--- src/rtl/prog_rom_loader.sv ---
// prog_rom_loader: program-memory writer and server for the microprocessor core.
// Instruction words arrive as byte pairs (low byte, then high byte) over a
// valid/ready stream and are written into an internal instruction store while
// the core is held in reset. After the last word the core is released and its
// ROM_readEnable/ROM_address fetches are answered with registered ROM_data.
// Optional feature macro: PROG_CHECKSUM_EN adds a trailing mod-256 checksum
// byte that must match before the core is released.

module prog_rom_loader #(
  parameter int ROM_addressBits = 6,
  parameter int RF_addressBits  = 3
) (
  input  logic                            i_clk,
  input  logic                            i_rst,
  input  logic                            i_load_start,
  input  logic [ROM_addressBits:0]        i_load_len,
  input  logic                            i_in_valid,
  input  logic [7:0]                      i_in_data,
  output logic                            o_in_ready,
  output logic                            o_cpu_rst_n,
  output logic                            o_load_done,
  output logic                            o_load_error,
  input  logic                            i_ROM_readEnable,
  input  logic [ROM_addressBits-1:0]      i_ROM_address,
  output logic [4+2*RF_addressBits-1:0]   o_ROM_data
);

  localparam int INSTR_W = 4 + 2 * RF_addressBits;
  localparam int DEPTH   = 2 ** ROM_addressBits;
  localparam int LENW    = ROM_addressBits + 1;
  localparam logic [LENW-1:0] C_DEPTH = LENW'(DEPTH);
  localparam logic [LENW-1:0] C_ONE   = LENW'(1);

`ifdef PROG_CHECKSUM_EN
  typedef enum logic [2:0] {
    IDLE    = 3'd0,
    LOAD_LO = 3'd1,
    LOAD_HI = 3'd2,
    LOAD_CK = 3'd3,
    RUN     = 3'd4
  } state_t;
`else
  typedef enum logic [2:0] {
    IDLE    = 3'd0,
    LOAD_LO = 3'd1,
    LOAD_HI = 3'd2,
    RUN     = 3'd4
  } state_t;
`endif

  state_t                r_state;
  state_t                w_stateNext;

  logic [INSTR_W-1:0]    r_mem [DEPTH];
  logic [ROM_addressBits-1:0] r_wrAddr;
  logic [LENW-1:0]       r_remaining;
  logic [LENW-1:0]       r_loadedLen;
  logic [7:0]            r_lo;
  logic                  r_loadError;
  logic [INSTR_W-1:0]    r_romData;
`ifdef PROG_CHECKSUM_EN
  logic [7:0]            r_sum;
`endif

  logic                  w_xfer;
  logic                  w_startOk;
  logic                  w_lastWord;
  logic [INSTR_W-1:0]    w_word;

  // A start is only honoured when the requested length fits the store.
  assign w_startOk  = i_load_start && (i_load_len != '0) && (i_load_len <= C_DEPTH);
  assign w_xfer     = i_in_valid && o_in_ready;
  assign w_lastWord = (r_remaining == C_ONE);
  assign w_word     = {i_in_data[INSTR_W-9:0], r_lo};

`ifdef PROG_CHECKSUM_EN
  assign o_in_ready = (r_state == LOAD_LO) || (r_state == LOAD_HI) || (r_state == LOAD_CK);
`else
  assign o_in_ready = (r_state == LOAD_LO) || (r_state == LOAD_HI);
`endif
  assign o_cpu_rst_n  = (r_state == RUN);
  assign o_load_done  = (r_state == RUN);
  assign o_load_error = r_loadError;
  assign o_ROM_data   = r_romData;

  // State register; reset aborts any load in progress back to IDLE.
  always_ff @(posedge i_clk) begin
    if (i_rst) begin
      r_state <= IDLE;
    end else begin
      r_state <= w_stateNext;
    end
  end

  // Next-state decode: byte pairs alternate LO/HI until the last word lands.
  always_comb begin
    w_stateNext = r_state;
    case (r_state)
      IDLE: begin
        if (w_startOk) w_stateNext = LOAD_LO;
      end
      LOAD_LO: begin
        if (w_xfer) w_stateNext = LOAD_HI;
      end
      LOAD_HI: begin
        if (w_xfer) begin
`ifdef PROG_CHECKSUM_EN
          w_stateNext = w_lastWord ? LOAD_CK : LOAD_LO;
`else
          w_stateNext = w_lastWord ? RUN : LOAD_LO;
`endif
        end
      end
`ifdef PROG_CHECKSUM_EN
      LOAD_CK: begin
        if (w_xfer) w_stateNext = (i_in_data == r_sum) ? RUN : IDLE;
      end
`endif
      RUN: begin
        if (w_startOk) w_stateNext = LOAD_LO;
      end
      default: w_stateNext = IDLE;
    endcase
  end

  // Load bookkeeping, sticky error flag and the registered fetch port.
  always_ff @(posedge i_clk) begin
    if (i_rst) begin
      r_wrAddr    <= '0;
      r_remaining <= '0;
      r_loadedLen <= '0;
      r_lo        <= '0;
      r_loadError <= 1'b0;
      r_romData   <= '0;
`ifdef PROG_CHECKSUM_EN
      r_sum       <= '0;
`endif
    end else begin
      case (r_state)
        IDLE, RUN: begin
          if (i_load_start) begin
            if (w_startOk) begin
              r_wrAddr    <= '0;
              r_remaining <= i_load_len;
              r_loadError <= 1'b0;
`ifdef PROG_CHECKSUM_EN
              r_sum       <= '0;
`endif
            end else begin
              r_loadError <= 1'b1;
            end
          end
        end
        LOAD_LO: begin
          if (w_xfer) begin
            r_lo <= i_in_data;
`ifdef PROG_CHECKSUM_EN
            r_sum <= r_sum + i_in_data;
`endif
          end
        end
        LOAD_HI: begin
          if (w_xfer) begin
`ifdef PROG_CHECKSUM_EN
            r_sum <= r_sum + i_in_data;
`endif
            if (w_lastWord) begin
              r_loadedLen <= {1'b0, r_wrAddr} + C_ONE;
            end else begin
              r_wrAddr    <= r_wrAddr + 1'b1;
              r_remaining <= r_remaining - C_ONE;
            end
          end
        end
`ifdef PROG_CHECKSUM_EN
        LOAD_CK: begin
          if (w_xfer && (i_in_data != r_sum)) begin
            r_loadError <= 1'b1;
            r_loadedLen <= '0;
          end
        end
`endif
        default: ;
      endcase

      if ((r_state == RUN) && i_ROM_readEnable) begin
        if ({1'b0, i_ROM_address} < r_loadedLen) begin
          r_romData <= r_mem[i_ROM_address];
        end else begin
          r_romData <= '0;
        end
      end
    end
  end

  // Instruction store write port; contents deliberately survive reset.
  always_ff @(posedge i_clk) begin
    if ((r_state == LOAD_HI) && w_xfer) begin
      r_mem[r_wrAddr] <= w_word;
    end
  end

endmodule

--- config.mk ---
export PLATFORM = sky130hd
export DESIGN_NAME = prog_rom_loader
export DESIGN_NICKNAME = d
export VERILOG_FILES = /design/src/rtl/prog_rom_loader.sv
export SDC_FILE = /design/constraint.sdc
export NUM_CORES = 1
export LEC_CHECK = 0
export CORE_MARGIN = 4
export CORE_UTILIZATION = 35
export DETAILED_ROUTE_END_ITERATION = 10
export DONT_BUFFER_PORTS = 1
export GPL_ROUTABILITY_DRIVEN = 0
export PLACE_DENSITY = 0.52
export SLEW_MARGIN = 20
export SYNTH_ARGS = -nofsm -noshare
export SYNTH_HDL_FRONTEND = slang
export SYNTH_SLANG_ARGS = --single-unit
export TNS_END_PERCENT = 10
--- constraint.sdc ---
create_clock -name i_clk -period 2.3 [get_ports i_clk]
set_input_delay 0.23 -clock i_clk [delete_from_list [all_inputs] [get_ports i_clk]]
set_output_delay 0.23 -clock i_clk [all_outputs]
set_load 0.005 [all_outputs]
==> tab_implementation.tex <==
\begin{tabular}{lr}
\hline
Metric & Value \\
\hline
\multicolumn{2}{l}{\textbf{Power}} \\
\quad Total power & 27100 uW \\
\quad VDD IR max & 487 uV \\
\quad Register share of total power & 50.5\% \\
\quad Pleak & 0.0112 uW \\
\quad Total power per unit cell area & 849 nW/um\^{}2 \\
\quad Net Switching & 5530 uW \\
\quad Gate power share & 4.4\% \\
\quad Part of the total power dissipated in the clock network & 45.1\% \\
\quad Proportion of total power due to net switching & 20.4\% \\
\quad Total internal power & 21600 uW \\
\multicolumn{2}{l}{\textbf{GRT}} \\
\quad Vias in the first global route & 15.1k \\
\quad GRT Total Usage & 16.7\% \\
\quad Largest net degree at the start of global routing & 272 \\
\quad Number of antenna violations at the first check in global routing & 3 \\
\quad Grt ovf & 0 \\
\quad Wire length of the first global-routing pass & 101 mm \\
\multicolumn{2}{l}{\textbf{Final layout}} \\
\quad Post-route design area & 31900 sq um \\
\quad \# fillers & 6833 \\
\quad Area growth from synthesis to final layout & 17.4\% \\
\quad Net count, final & 1759 \\
\quad Post-route non-filler standard cell count & 2818 \\
\quad Share of post-route cells with drive strength above 1 & 21.0\% \\
\multicolumn{2}{l}{\textbf{Logic synthesis}} \\
\quad Syn Nets & 1627 \\
\quad Cells after Synth & 1593 \\
\quad Sequential fraction of the synthesis area & 73.8\% \\
\quad Dominant synthesized flop cell & sky130\_fd\_sc\_hd\_\_edfxtp\_1 \\
\quad Register bit total from synthesis & 682 \\
\quad Post-synthesis average cell area & 17.1 sq um \\
\quad Netlist Area Pre-Place & 27200 sq um \\
\quad Share of flip-flops with an asynchronous set or reset & 0\% \\
\quad Number of distinct library cells after synthesis & 63 \\
\quad Number of flops mapped to enable cells by yosys & 640 \\
\quad Yosys warnings & 0 \\
\multicolumn{2}{l}{\textbf{STA}} \\
\quad Sum of negative setup slack & 0 ns \\
\quad Final critical-path share of the clock period & 96.3\% \\
\quad Clock Skews & 0.0289 ns \\
\quad Final critical-path required period & 2.22 ns \\
\quad Max-Slew Margin vs Limit & 52.0\% \\
\quad Unrepaired setup endpoints after global routing & false \\
\quad Worst-Margin Slew & 0.719 ns \\
\quad Hold violation total from the final report & 0 \\
\quad Fmax & 451 MHz \\
\quad Slack of the critical path & 0.0845 ns \\
\quad Final setup violation count & 0 \\
\quad Count of final max-slew check failures & 0 \\
\multicolumn{2}{l}{\textbf{Die}} \\
\quad Width of the die & 287 um \\
\quad Boundary pin count & 40 \\
\quad Starting density of the core & 35.6\% \\
\quad DIE HEIGHT & 287 um \\
\quad Floorplan Core Area & 76500 sq um \\
\quad Area of the die & 82200 sq um \\
\quad Row count & 101 \\
\multicolumn{2}{l}{\textbf{Route}} \\
\quad Number of remaining DRC errors & 0 \\
\quad Number of nets with antenna violations after routing & 0 \\
\quad Total number of vias & 14.7k \\
\quad Vias/cell & 5.22 \\
\quad Number of DRC markers in iteration 0 & 1288 \\
\quad Detailed-route wire length per cell & 24.4 um \\
\quad First-pass iteration count of the detailed router & 5 \\
\quad Aggregate routed wire length & 68.8 mm \\
\multicolumn{2}{l}{\textbf{Clock network}} \\
\quad Root buf cell & sky130\_fd\_sc\_hd\_\_clkbuf\_16 \\
\quad Clock buffer count from CTS & 75 \\
\quad Worst-case clock buffer depth & 3 \\
\quad Post-CTS Setup Inserts & 0 \\
\quad Clock H-tree levels & 3 \\
\quad Clock latency at the later pin of the worst-skew pair & 0.62 ns \\
\quad Clock transition at the register clock pins on the worst setup and hold paths after CTS & 0.06 ns \\
\quad CTS sink cnt & 682 \\
\quad Clock tree from TritonCTS & built \\
\multicolumn{2}{l}{\textbf{Placement}} \\
\quad Area post-placement & 29100 sq um \\
\quad Count of buffers from port buffering & 0 \\
\quad DP Worst Slack & 0.115 ns \\
\quad Dpl cells & 2658 \\
\quad Final HPWL DP & 41.6 mm \\
\multicolumn{2}{l}{\textbf{Setup path}} \\
\quad Launching instance or port of the critical path & r\_state[0] \\
\quad Cell family with the largest share of critical-path delay & simple AND/OR/NAND/NOR gates \\
\quad CP arrival & 2.72 ns \\
\quad Setup CP Type & reg -> reg \\
\quad Worst-path cell chain & buf\_4 > nor2\_1 > a31oi\_2 > buf\_4 > a211o\_1 > nor4\_1 > buf\_4 > a211oi\_1 \\
\quad Critical path required time & 2.80 ns \\
\quad Sort of element at the end of the critical path & flop \\
\quad Slowest Stage Delay on Critical Path & 0.54 ns \\
\quad Total buffers and inverters traversed by the critical path & 3 \\
\quad Worst Path Max Fanout & 11 \\
\quad Crit path top cell by count & sky130\_fd\_sc\_hd\_\_buf\_4 \\
\quad Library cell contributing the largest single delay on the critical path & sky130\_fd\_sc\_hd\_\_nor4\_1 \\
\quad Worst R2R Start & r\_state[0] \\
\quad Element type at the critical path start & flop \\
\multicolumn{2}{l}{\textbf{Job}} \\
\quad Max\_cap viols & 0 \\
\multicolumn{2}{l}{\textbf{Run status}} \\
\quad Result of the run & finished clean \\
\multicolumn{2}{l}{\textbf{Hold path}} \\
\quad Hold Crit Class & in -> reg \\
\quad Worst min-delay path startpoint & i\_in\_data[1] \\
\hline
\end{tabular}
path summary, 6_finish.rpt:
path,to,slack (ns),cells past startpoint
worst max-delay path,o_ROM_data[1],0.08,8
worst min-delay path,r_mem[62][9],0.04,1
worst max register to register,o_ROM_data[1],0.08,8
worst min register to register,r_lo[3],0.48,2
cell usage after synthesis, types with 3 or more instances:
cell / instances / area (sq um)
sky130_fd_sc_hd__buf_4: 9 / 67.6
sky130_fd_sc_hd__a211o_1: 21 / 184
sky130_fd_sc_hd__xnor2_1: 4 / 35.0
sky130_fd_sc_hd__a211oi_1: 15 / 113
sky130_fd_sc_hd__mux2i_1: 202 / 2020
sky130_fd_sc_hd__nor2_1: 140 / 526
sky130_fd_sc_hd__or2_2: 3 / 18.8
sky130_fd_sc_hd__nor4_1: 11 / 68.8
sky130_fd_sc_hd__or3b_2: 3 / 26.3
sky130_fd_sc_hd__edfxtp_1: 640 / 19200
sky130_fd_sc_hd__nand4b_1: 6 / 52.6
sky130_fd_sc_hd__nand3b_1: 3 / 22.5
sky130_fd_sc_hd__o21ai_0: 12 / 60.1
sky130_fd_sc_hd__or3_1: 12 / 75.1
sky130_fd_sc_hd__ha_1: 8 / 100
sky130_fd_sc_hd__o22ai_1: 90 / 563
sky130_fd_sc_hd__nand4_1: 4 / 25.0
sky130_fd_sc_hd__nand2_1: 41 / 154
sky130_fd_sc_hd__dfxtp_1: 42 / 841
sky130_fd_sc_hd__buf_1: 8 / 30.0
sky130_fd_sc_hd__mux2_2: 42 / 473
sky130_fd_sc_hd__or4_1: 11 / 82.6
sky130_fd_sc_hd__a21oi_2: 9 / 78.8
sky130_fd_sc_hd__nand4bb_1: 3 / 33.8
sky130_fd_sc_hd__inv_1: 7 / 26.3
sky130_fd_sc_hd__mux4_2: 50 / 1130
sky130_fd_sc_hd__nand2b_1: 7 / 43.8
sky130_fd_sc_hd__o21ai_2: 7 / 61.3
sky130_fd_sc_hd__a21oi_1: 20 / 100
sky130_fd_sc_hd__a221o_1: 10 / 100
sky130_fd_sc_hd__buf_2: 34 / 170
sky130_fd_sc_hd__clkbuf_1: 41 / 154
sky130_fd_sc_hd__nand3_1: 12 / 60.1
sky130_fd_sc_hd__nor3_1: 28 / 140
cells by family after synthesis:
kind of cell    synth area share (%)
compound gates                  5.26
flops                           73.8
simple gates                    5.31
xor+xnor                       0.161
buf+inv                         1.83
fa+ha+maj                      0.368
mux                             13.3
layer usage:
metal / track usage, % / vias to the layer above / routed length [um]
met3: 4.20 / 99 / 4910
li1: - / 6620 / -
met5: 0 / - / 0
met2: 26.2 / 456 / 31600
met4: 4.28 / 0 / 1570
met1: 23.3 / 7531 / 30700
placed cells by master (no fill, tap or decap), drive strengths merged, types with 13 or more instances in the layout:
| cell | count |
|---|---|
| dlygate4sd3 | 17 |
| mux4 | 50 |
| o21ai | 19 |
| clkinv | 26 |
| nand2 | 41 |
| buf | 134 |
| edfxtp | 640 |
| mux2 | 42 |
| a211o | 21 |
| or4 | 13 |
| dfxtp | 42 |
| mux2i | 202 |
| o22ai | 90 |
| a211oi | 15 |
| a21oi | 29 |
| clkbuf | 92 |
| nor3 | 28 |
| nor2 | 140 |
per-stage QoR:
step           util, %  hold WS (ns)
6_report          41.8        0.0400
4_1_cts           41.7       0.00570
2_1_floorplan        -         0.329
3_3_place_gp      38.1         0.297
5_1_grt           41.7        0.0218
3_5_place_dp      38.1         0.298
flip-flops by register name, summed over array words and instances, names as in the netlist:
| name | count |
|---|---|
| o_ROM_data | 10 |
| o_load_error | 1 |
| r_lo | 8 |
| r_loadedLen | 7 |
| r_mem | 640 |
| r_remaining | 7 |
| r_state | 3 |
| r_wrAddr | 6 |
power groups by stage:
stage	clock (uW)	sequential, uW	combinational, uW
4_1_cts	12500	13700	1200
6_report	12200	13700	1180
3_5_place_dp	0	14000	1090
2_1_floorplan	0	14000	755
3_3_place_gp	0	14000	1080
5_1_grt	13100	13700	1270
repair_timing:
action	in CTS	in global routing
hold endpoints to repair	162	0
gates resized for setup	0	1
setup endpoints to repair	0	10
hold buffers	20	0
area by class of cell:
class | count | area, sq um | area share, %
flip-flops and latches | 682 | 20100 | 62.9
multi-input cells | 808 | 6650 | 20.8
clock buffers | 92 | 2000 | 6.27
repair buffers | 151 | 1350 | 4.24
well taps | 1030 | 1290 | 4.04
clock inverters | 44 | 523 | 1.64
inverters | 7 | 26.3 | 0.0823
diodes | 4 | 10.0 | 0.0314
No activity file was read; power rests on OpenSTA's default activity.
